--- src/rtl/alarm_pkg.sv ---
// alarm_pkg: shared state encodings and keypad constants for the alarm subsystem
package alarm_pkg;
    typedef enum logic [1:0] {
        OFF       = 2'd0,
        ARMED     = 2'd1,
        TRIGGERED = 2'd2,
        ALARM_ON  = 2'd3
    } sec_state_t;

    typedef enum logic [2:0] {
        IDLE     = 3'd0,
        SOUNDING = 3'd1,
        ENTRY    = 3'd2,
        LOCKOUT  = 3'd3,
        CLEARING = 3'd4
    } resp_state_t;

    localparam logic [3:0] KEY_CLEAR = 4'hF;
endpackage

--- src/rtl/alarm_responder_code_entry.sv ---
// code_entry: keypad digit buffer with inter-key timeout and 4-digit code compare
module code_entry
    import alarm_pkg::*;
#(
    parameter logic [15:0] CODE          = 16'h1234,
    parameter int          ENTRY_TIMEOUT = 32
) (
    input  logic       clk,
    input  logic       rst,
    input  logic       load,
    input  logic       active,
    input  logic       key_valid,
    input  logic [3:0] key_data,
    output logic       match,
    output logic       mismatch,
    output logic       abandon
);
    localparam int TW = $clog2(ENTRY_TIMEOUT + 1);
    logic [11:0]   digits;
    logic [1:0]    digit_cnt;
    logic [TW-1:0] timer;
    logic          key, clear_key, last, expired;

    always_comb begin
        key       = active && key_valid;
        clear_key = key && key_data == KEY_CLEAR;
        last      = key && !clear_key && digit_cnt == 2'd3;
        expired   = active && !key_valid && timer == TW'(ENTRY_TIMEOUT - 1);
        match     = last && {digits, key_data} == CODE;
        mismatch  = last && {digits, key_data} != CODE;
        abandon   = clear_key || expired;
    end

    always_ff @(posedge clk) begin
        if (rst || (!active && !load) || clear_key || last || expired) begin
            digits    <= '0;
            digit_cnt <= '0;
            timer     <= '0;
        end else if (load || key) begin
            digits    <= {digits[7:0], key_data};
            digit_cnt <= digit_cnt + 2'd1;
            timer     <= '0;
        end else begin
            timer     <= timer + 1'b1;
        end
    end
endmodule

--- src/rtl/alarm_responder.sv ---
// alarm_responder: siren cadence, keypad disarm, wrong-code lockout beside the alarm FSM
module alarm_responder
    import alarm_pkg::*;
#(
    parameter logic [15:0] CODE          = 16'h1234,
    parameter int          SIREN_ON_CYC  = 8,
    parameter int          SIREN_OFF_CYC = 8,
    parameter int          MAX_TRIES     = 3,
    parameter int          LOCKOUT_CYC   = 64,
    parameter int          ENTRY_TIMEOUT = 32
) (
    input  logic       clk,
    input  logic       rst,
    input  logic       alarm_in,
    input  logic       key_valid,
    input  logic [3:0] key_data,
    output logic       siren,
    output logic       disarm,
    output logic       locked,
    output logic       entry_active,
    output logic [1:0] fail_cnt,
    output logic [2:0] resp_state
);
    localparam int PERIOD = SIREN_ON_CYC + SIREN_OFF_CYC;
    localparam int CW     = $clog2(PERIOD + 1);
    localparam int LW     = $clog2(LOCKOUT_CYC + 1);

    resp_state_t   state, nxt;
    logic [CW-1:0] cad;
    logic [LW-1:0] lock_cnt;
    logic [1:0]    fails, fail_next;
    logic          load, active, match, mismatch, abandon, lock_done, sounding;

    assign load      = state == SOUNDING && alarm_in && key_valid && key_data != KEY_CLEAR;
    assign active    = state == ENTRY && alarm_in;
    assign fail_next = fails + 2'd1;
    assign lock_done = lock_cnt == LW'(LOCKOUT_CYC - 1);
    assign sounding  = state == SOUNDING || state == ENTRY;

    code_entry #(.CODE(CODE), .ENTRY_TIMEOUT(ENTRY_TIMEOUT)) u_entry (
        .clk      (clk),
        .rst      (rst),
        .load     (load),
        .active   (active),
        .key_valid(key_valid),
        .key_data (key_data),
        .match    (match),
        .mismatch (mismatch),
        .abandon  (abandon)
    );

    always_comb begin
        nxt = state;
        unique case (state)
            IDLE:     nxt = alarm_in ? SOUNDING : IDLE;
            SOUNDING: nxt = !alarm_in ? IDLE : load ? ENTRY : SOUNDING;
            ENTRY:    nxt = !alarm_in ? IDLE : match ? CLEARING :
                            mismatch ? (fail_next == 2'(MAX_TRIES) ? LOCKOUT : SOUNDING) :
                            abandon ? SOUNDING : ENTRY;
            LOCKOUT:  nxt = !alarm_in ? IDLE : lock_done ? SOUNDING : LOCKOUT;
            CLEARING: nxt = alarm_in ? CLEARING : IDLE;
            default:  nxt = IDLE;
        endcase
    end

    // cadence runs only while sounding, so every other state re-enters SOUNDING at count 0
    always_ff @(posedge clk) begin
        if (rst) begin
            state    <= IDLE;
            cad      <= '0;
            lock_cnt <= '0;
            fails    <= '0;
        end else begin
            state    <= nxt;
            cad      <= sounding && cad != CW'(PERIOD - 1) ? cad + 1'b1 : '0;
            lock_cnt <= state == LOCKOUT && nxt == LOCKOUT ? lock_cnt + 1'b1 : '0;
            fails    <= nxt == IDLE || match || (state == LOCKOUT && nxt == SOUNDING) ? '0 :
                        mismatch ? fail_next : fails;
        end
    end

    assign siren        = state == LOCKOUT || (sounding && cad < CW'(SIREN_ON_CYC));
    assign disarm       = state == CLEARING;
    assign locked       = state == LOCKOUT;
    assign entry_active = state == ENTRY;
    assign fail_cnt     = fails;
    assign resp_state   = state;
endmodule

--- config.mk ---
export PLATFORM = sky130hd
export DESIGN_NAME = alarm_responder
export DESIGN_NICKNAME = d
export VERILOG_FILES = /design/src/rtl/alarm_pkg.sv /design/src/rtl/alarm_responder_code_entry.sv /design/src/rtl/alarm_responder.sv
export SDC_FILE = /design/constraint.sdc
export NUM_CORES = 1
export LEC_CHECK = 0
export ABC_AREA = 0
export CAP_MARGIN = 20
export CORE_MARGIN = 2
export CORE_UTILIZATION = 25
export CTS_CLUSTER_DIAMETER = 50
export DETAILED_ROUTE_END_ITERATION = 8
export DONT_BUFFER_PORTS = 1
export SLEW_MARGIN = 5
export SYNTH_ARGS = -nofsm -noshare
export SYNTH_HDL_FRONTEND = slang
export SYNTH_SLANG_ARGS = --single-unit
--- constraint.sdc ---
create_clock -name clk -period 4.6 [get_ports clk]
set_input_delay 0.92 -clock clk [delete_from_list [all_inputs] [get_ports clk]]
set_output_delay 0.92 -clock clk [all_outputs]
set_load 0.005 [all_outputs]
Yosys cells after proc, flatten, opt, wreduce, memory -nomap -nowiden
Index checks and enable logic that the tools add are counted.
- input port bits: 8
- bits in registers: 37
- word-level logic and storage cells: 79
- add/subtract/negate cells: 5
- eq/ne operators: 15
- bitwise logic cells: 2
- reduce and logical (&&, ||, !) cells: 37
- mux-type cells: 12
- $lt $le $gt $ge: 1
- operators by type and width (kind ; count):
    $logic_and A1 B1 Y1 ; 17
    $eq A16 B13 Y1 const B ; 1
    $ne A16 B13 Y1 const B ; 1
    $pmux W3 S5 ; 1
    $mux W2 ; 7
    $logic_or A1 B1 Y1 ; 10
    $eq A3 B2 Y1 const B ; 3
    $mux W3 ; 3
    $reduce_or A2 Y1 ; 4
    $add A7 B1 Y7 const B ; 1
    $eq A7 B6 Y1 const B ; 1
    $add A6 B1 Y6 const B ; 1
    $eq A3 B1 Y1 const B ; 2
    $eq A6 B5 Y1 const B ; 1
    $logic_not A3 Y1 ; 2
    $add A5 B1 Y5 const B ; 1
    $lt A5 B4 Y1 const B ; 1
    $ne A5 B4 Y1 const B ; 1
    $add A2 B1 Y2 const B ; 2
    $eq A2 B2 Y1 const B ; 2
    $eq A4 B4 Y1 const B ; 1
    $logic_not A1 Y1 ; 4
    $ne A4 B4 Y1 const B ; 1
    $eq A3 B3 Y1 const B ; 1
    2 further kinds ; 3

Longest topological paths before layout
- word-level depth: 16
- mapped depth: 7
- mapped depth without buffers: 6

Hierarchy
Synthesis repeated with hierarchy kept, for this count alone.
- cell total of the unflattened synthesis: 195
- area, all modules: 1734.2 um2
- modules (own cells, without submodules) (module ; instances ; sequential area each (um2) ; cells each ; area an instance (um2)):
    code_entry ; 1 ; 400.4 ; 100 ; 868.3
    alarm_responder ; 1 ; 340.3 ; 95 ; 865.8

Worst setup path before layout
Ideal clock, no wire load.
- path kind: in2reg
- from: input key_valid
- to: register lock_cnt[2]
- stages on the path: 6
- path slack: 2.347 ns
- buffers on the path: 1
- data arrival time: 2.129 ns
- cell sequence: buf_6 or3b_4 a2bb2oi_1 a32o_2 o2111ai_4 nor2_1
- cells in the longest elaborated chain, start to end: 14
- ends and longest elaborated chain (what ; line ; RTL):
    from (decl) ; alarm_responder.sv:15 ; input logic key_valid,
    $logic_and A1 B1 Y1 ; alarm_responder_code_entry.sv:25 ; key = active && key_valid;
    $logic_and A1 B1 Y1 ; alarm_responder_code_entry.sv:26 ; clear_key = key && key_data == KEY_CLEAR;
    $logic_not A1 Y1 ; alarm_responder_code_entry.sv:27 ; last = key && !clear_key && digit_cnt == 2'd3;
    $logic_and A1 B1 Y1 (2 in series) ; alarm_responder_code_entry.sv:27 ;
    $logic_and A1 B1 Y1 ; alarm_responder_code_entry.sv:30 ; mismatch = last && {digits, key_data} != CODE;
    $mux W2 ; alarm_responder.sv:58 ; mismatch ? (fail_next == 2'(MAX_TRIES) ? LOCKOUT : SOUNDING) :
    $mux W3 (2 in series) ; alarm_responder.sv:57 ; ENTRY: nxt = !alarm_in ? IDLE : match ? CLEARING :
    $pmux W3 S5 (*) ; alarm_responder.sv:54 ; unique case (state)
    $eq A3 B2 Y1 (*) ; alarm_responder.sv:76 ; lock_cnt <= state == LOCKOUT && nxt == LOCKOUT ? lock_cnt + 1'b1 : '0;
    $logic_and A1 B1 Y1 (*) ; alarm_responder.sv:76 ;
    $not A1 Y1 (no line) (*) ; -- ;
    $reduce_or A2 Y1 (no line) (*) ; -- ;
    to (signal assigned) ; alarm_responder.sv:76 ;
    to (decl) ; alarm_responder.sv:30 ; logic [LW-1:0] lock_cnt;
Mark *: on every way between the ends. The rest lies on a longest branch, timed or not.
A chain may end at the register's enable or synchronous reset.

Worst setup path in the final report
- from: input key_data[2]
- to: register u_entry.timer[5]
- cells in the longest elaborated chain, start to end: 9
- ends and longest elaborated chain (what ; line ; RTL):
    from (decl) ; alarm_responder.sv:16 ; input logic [3:0] key_data,
    $ne A4 B4 Y1 ; alarm_responder.sv:34 ; assign load = state == SOUNDING && alarm_in && key_valid && key_data != KEY_CLEAR;
    $logic_and A1 B1 Y1 ; alarm_responder.sv:34 ;
    $logic_not A1 Y1 ; alarm_responder_code_entry.sv:35 ; if (rst || (!active && !load) || clear_key || last || expired) begin
    $logic_and A1 B1 Y1 ; alarm_responder_code_entry.sv:35 ;
    $logic_or A1 B1 Y1 (4 in series) ; alarm_responder_code_entry.sv:35 ;
    $reduce_or A2 Y1 (no line) (*) ; -- ;
    to (signal assigned) ; alarm_responder_code_entry.sv:44 ; timer <= timer + 1'b1;
    to (decl) ; alarm_responder_code_entry.sv:21 ; logic [TW-1:0] timer;
Marked as above.

==> reports/results.ini <==
[pwr]
power_frac_clock=0.370
powerDensity_nw_per_um2=297
p_leak_nw=0.588
p_comb_frac=0.034
p_sw_mw=0.117
ir_drop_uv=92.2
power.internal_mw=0.429
switching_share=0.214
power_frac_seq=0.596

[critical_path]
required_ps=4740
start_kind=input pin
worstSetupEndpointType=flop
path_max_fanout=15
worstSetupPathType=in -> reg
worstPathArrival_ps=2450

[clocking]
ctsResizeCount=0
cts_hold_buf=0
root_buffer=clkbuf_8
cts.sinks=37
clk_path_buf_depth=2
clkTransAtPathRegs_ps=70
postCtsSetupBuffers=0
h-tree-depth=2
clk-insertion-delay-late_ps=280
numCtsBuffers=5
cts_tree=built

[place]
dp_hpwl_um=2330
io_buffers=0
gp_congestion=0.713
dp_slack_ps=1960
dp.cells=253

[yosys]
synth_edf_count=0
async_flop_share=0
syn_nets=194
synth_cell_types=41
ys_seq_area_frac=0.431
synth_cells=180
synth_area_per_cell_um2=9.54
ys.flop_type=dfxtp_1
synth_area_um2=1720
ys_ff_latch=37
ys_warn_count=0

[global_routing]
antenna_found_initial=0
grt_pass1_vias=1189
track_usage=0.0906
grt_pass1_wl_um=5310
grt_max_degree=21
grt-ovfl-total=0

[route]
initialDrtViolationCount=62
firstDrtPassIters=4
wl_um=3150
postRouteAntennaNets=0
viasPerCell=4.64
route.detailed.drc=0
post_drt_wl_per_cell_um=12.2
vias=1201

[layout]
num-fill-cells=696
area_growth_pct=7.21
nNetsFinal=194
final_util=0.274
antennaDiodeCount=0
fin_cells=259
final_layout_size_suffix_gt1_frac=0.0894

[hold_path]
worstHoldPathType=reg -> reg

[sta]
setup_tns_ps=0
setup_viol=0
period_needed_ps=2320
slew_headroom=0.346
fmax_ghz=0.432
drv_slew=0
finalWorstSetupSlack_ps=2280
skew_ps=4.37
final_hold_viol_count=0
worstMarginPinSlew_ps=981
fin_crit_sh=0.504
grt_setup_unrepaired=no

[floorplanning]
io-pin-count=17
initial_utilization=0.256
die_w_um=86.9
die_h_um=86.9
die_area_um2=7550
coreArea_um2=6720
rows=30

[run]
cap_violations=0

[status]
status=completed

[layout by cell type (no fill, tap or decap), types with 4 or more instances in the layout]
| cell | count |
|---|---|
| mux2i_1 | 13 |
| and3_1 | 4 |
| clkbuf_8 | 5 |
| inv_1 | 5 |
| xor2_1 | 4 |
| nor2_1 | 33 |
| xnor2_1 | 8 |
| ha_1 | 6 |
| nand2_1 | 7 |
| nor3_1 | 5 |
| a21oi_1 | 6 |
| nand3_1 | 7 |
| dfxtp_1 | 37 |
[cell type report]
cell class                      count  area, µm²  share of cell area
Sequential cell                    37        741               0.402
Clock buffer                        5       68.8              0.0374
Clock inverter                      1       5.00             0.00272
Timing Repair Buffer                1       7.51             0.00408
Multi-Input combinational cell    130        901               0.489
Tap cell                           80        100              0.0543
Inverter                            5       18.8              0.0102
[routing by layer]
metal / share of wire / global-route usage / up-vias
met3: 0.052 / 0.0332 / 6
li1: - / - / 632
met4: 0.022 / 0.0497 / 0
met2: 0.47 / 0.153 / 14
met5: 0 / 0 / -
met1: 0.45 / 0.0974 / 549
[cells by family after synthesis]
family | share of synthesized area
buf+inv | 0.0466
compound gates | 0.102
fa+ha+maj | 0.0437
simple gates | 0.240
flops | 0.431
mux | 0.0757
xor+xnor | 0.0612
[worst paths after layout]
kind         slack [ps]  depth (start not counted)          start               end
max                2280                          5    key_data[2]  u_entry.timer[5]
min                 440                          1    lock_cnt[0]       lock_cnt[0]
max reg2reg        2440                          4  resp_state[0]  u_entry.timer[5]
min reg2reg         440                          1    lock_cnt[0]       lock_cnt[0]
[power groups by stage]
stage | Clock (mW) | Sequential [mW] | Combinational [mW]
after global routing | 0.225 | 0.326 | 0.0207
after global placement | 0 | 0.333 | 0.0185
after floorplan | 0 | 0.330 | 0.0194
final | 0.202 | 0.325 | 0.0186
after CTS | 0.208 | 0.325 | 0.0186
after detailed placement | 0 | 0.333 | 0.0186
[flip-flops by register name, summed over array words and instances, names as in the netlist]
name / flops
u_entry.timer: 6
lock_cnt: 7
fail_cnt: 2
cad: 5
u_entry.digit_cnt: 2
resp_state: 3
u_entry.digits: 12
[metrics by stage]
step                      area (µm²)  power, mW  hold slack (ps)
after detailed placement        1770      0.351              433
after floorplan                 1720      0.350              413
after CTS                       1840      0.552              443
final                           1840      0.546              440
after global placement          1770      0.351              427
after global routing            1840      0.571              463
[Yosys cell counts (2+ instances only)]
library cell,count,area share
nor3b_1,3,0.013
a21oi_1,7,0.020
nand2b_1,2,0.0073
ha_1,6,0.044
nand3b_1,2,0.0087
and3_1,4,0.015
mux2i_1,13,0.076
nand4_1,3,0.011
nand3_1,7,0.020
buf_6,2,0.013
nand2_1,7,0.015
xor2_1,4,0.020
nor2_1,33,0.072
inv_1,5,0.011
nor4b_1,3,0.015
nor3_1,5,0.015
buf_2,5,0.015
o21ai_0,3,0.0087
xnor2_1,8,0.041
dfxtp_1,37,0.43
[worst max-delay path, stage by stage]
cell	delay [ps]
nand4_1	170
nand4b_1	190
a21oi_2	820
buf_4	280
nor3_1	60
No activity file was read; power rests on OpenSTA's default activity.
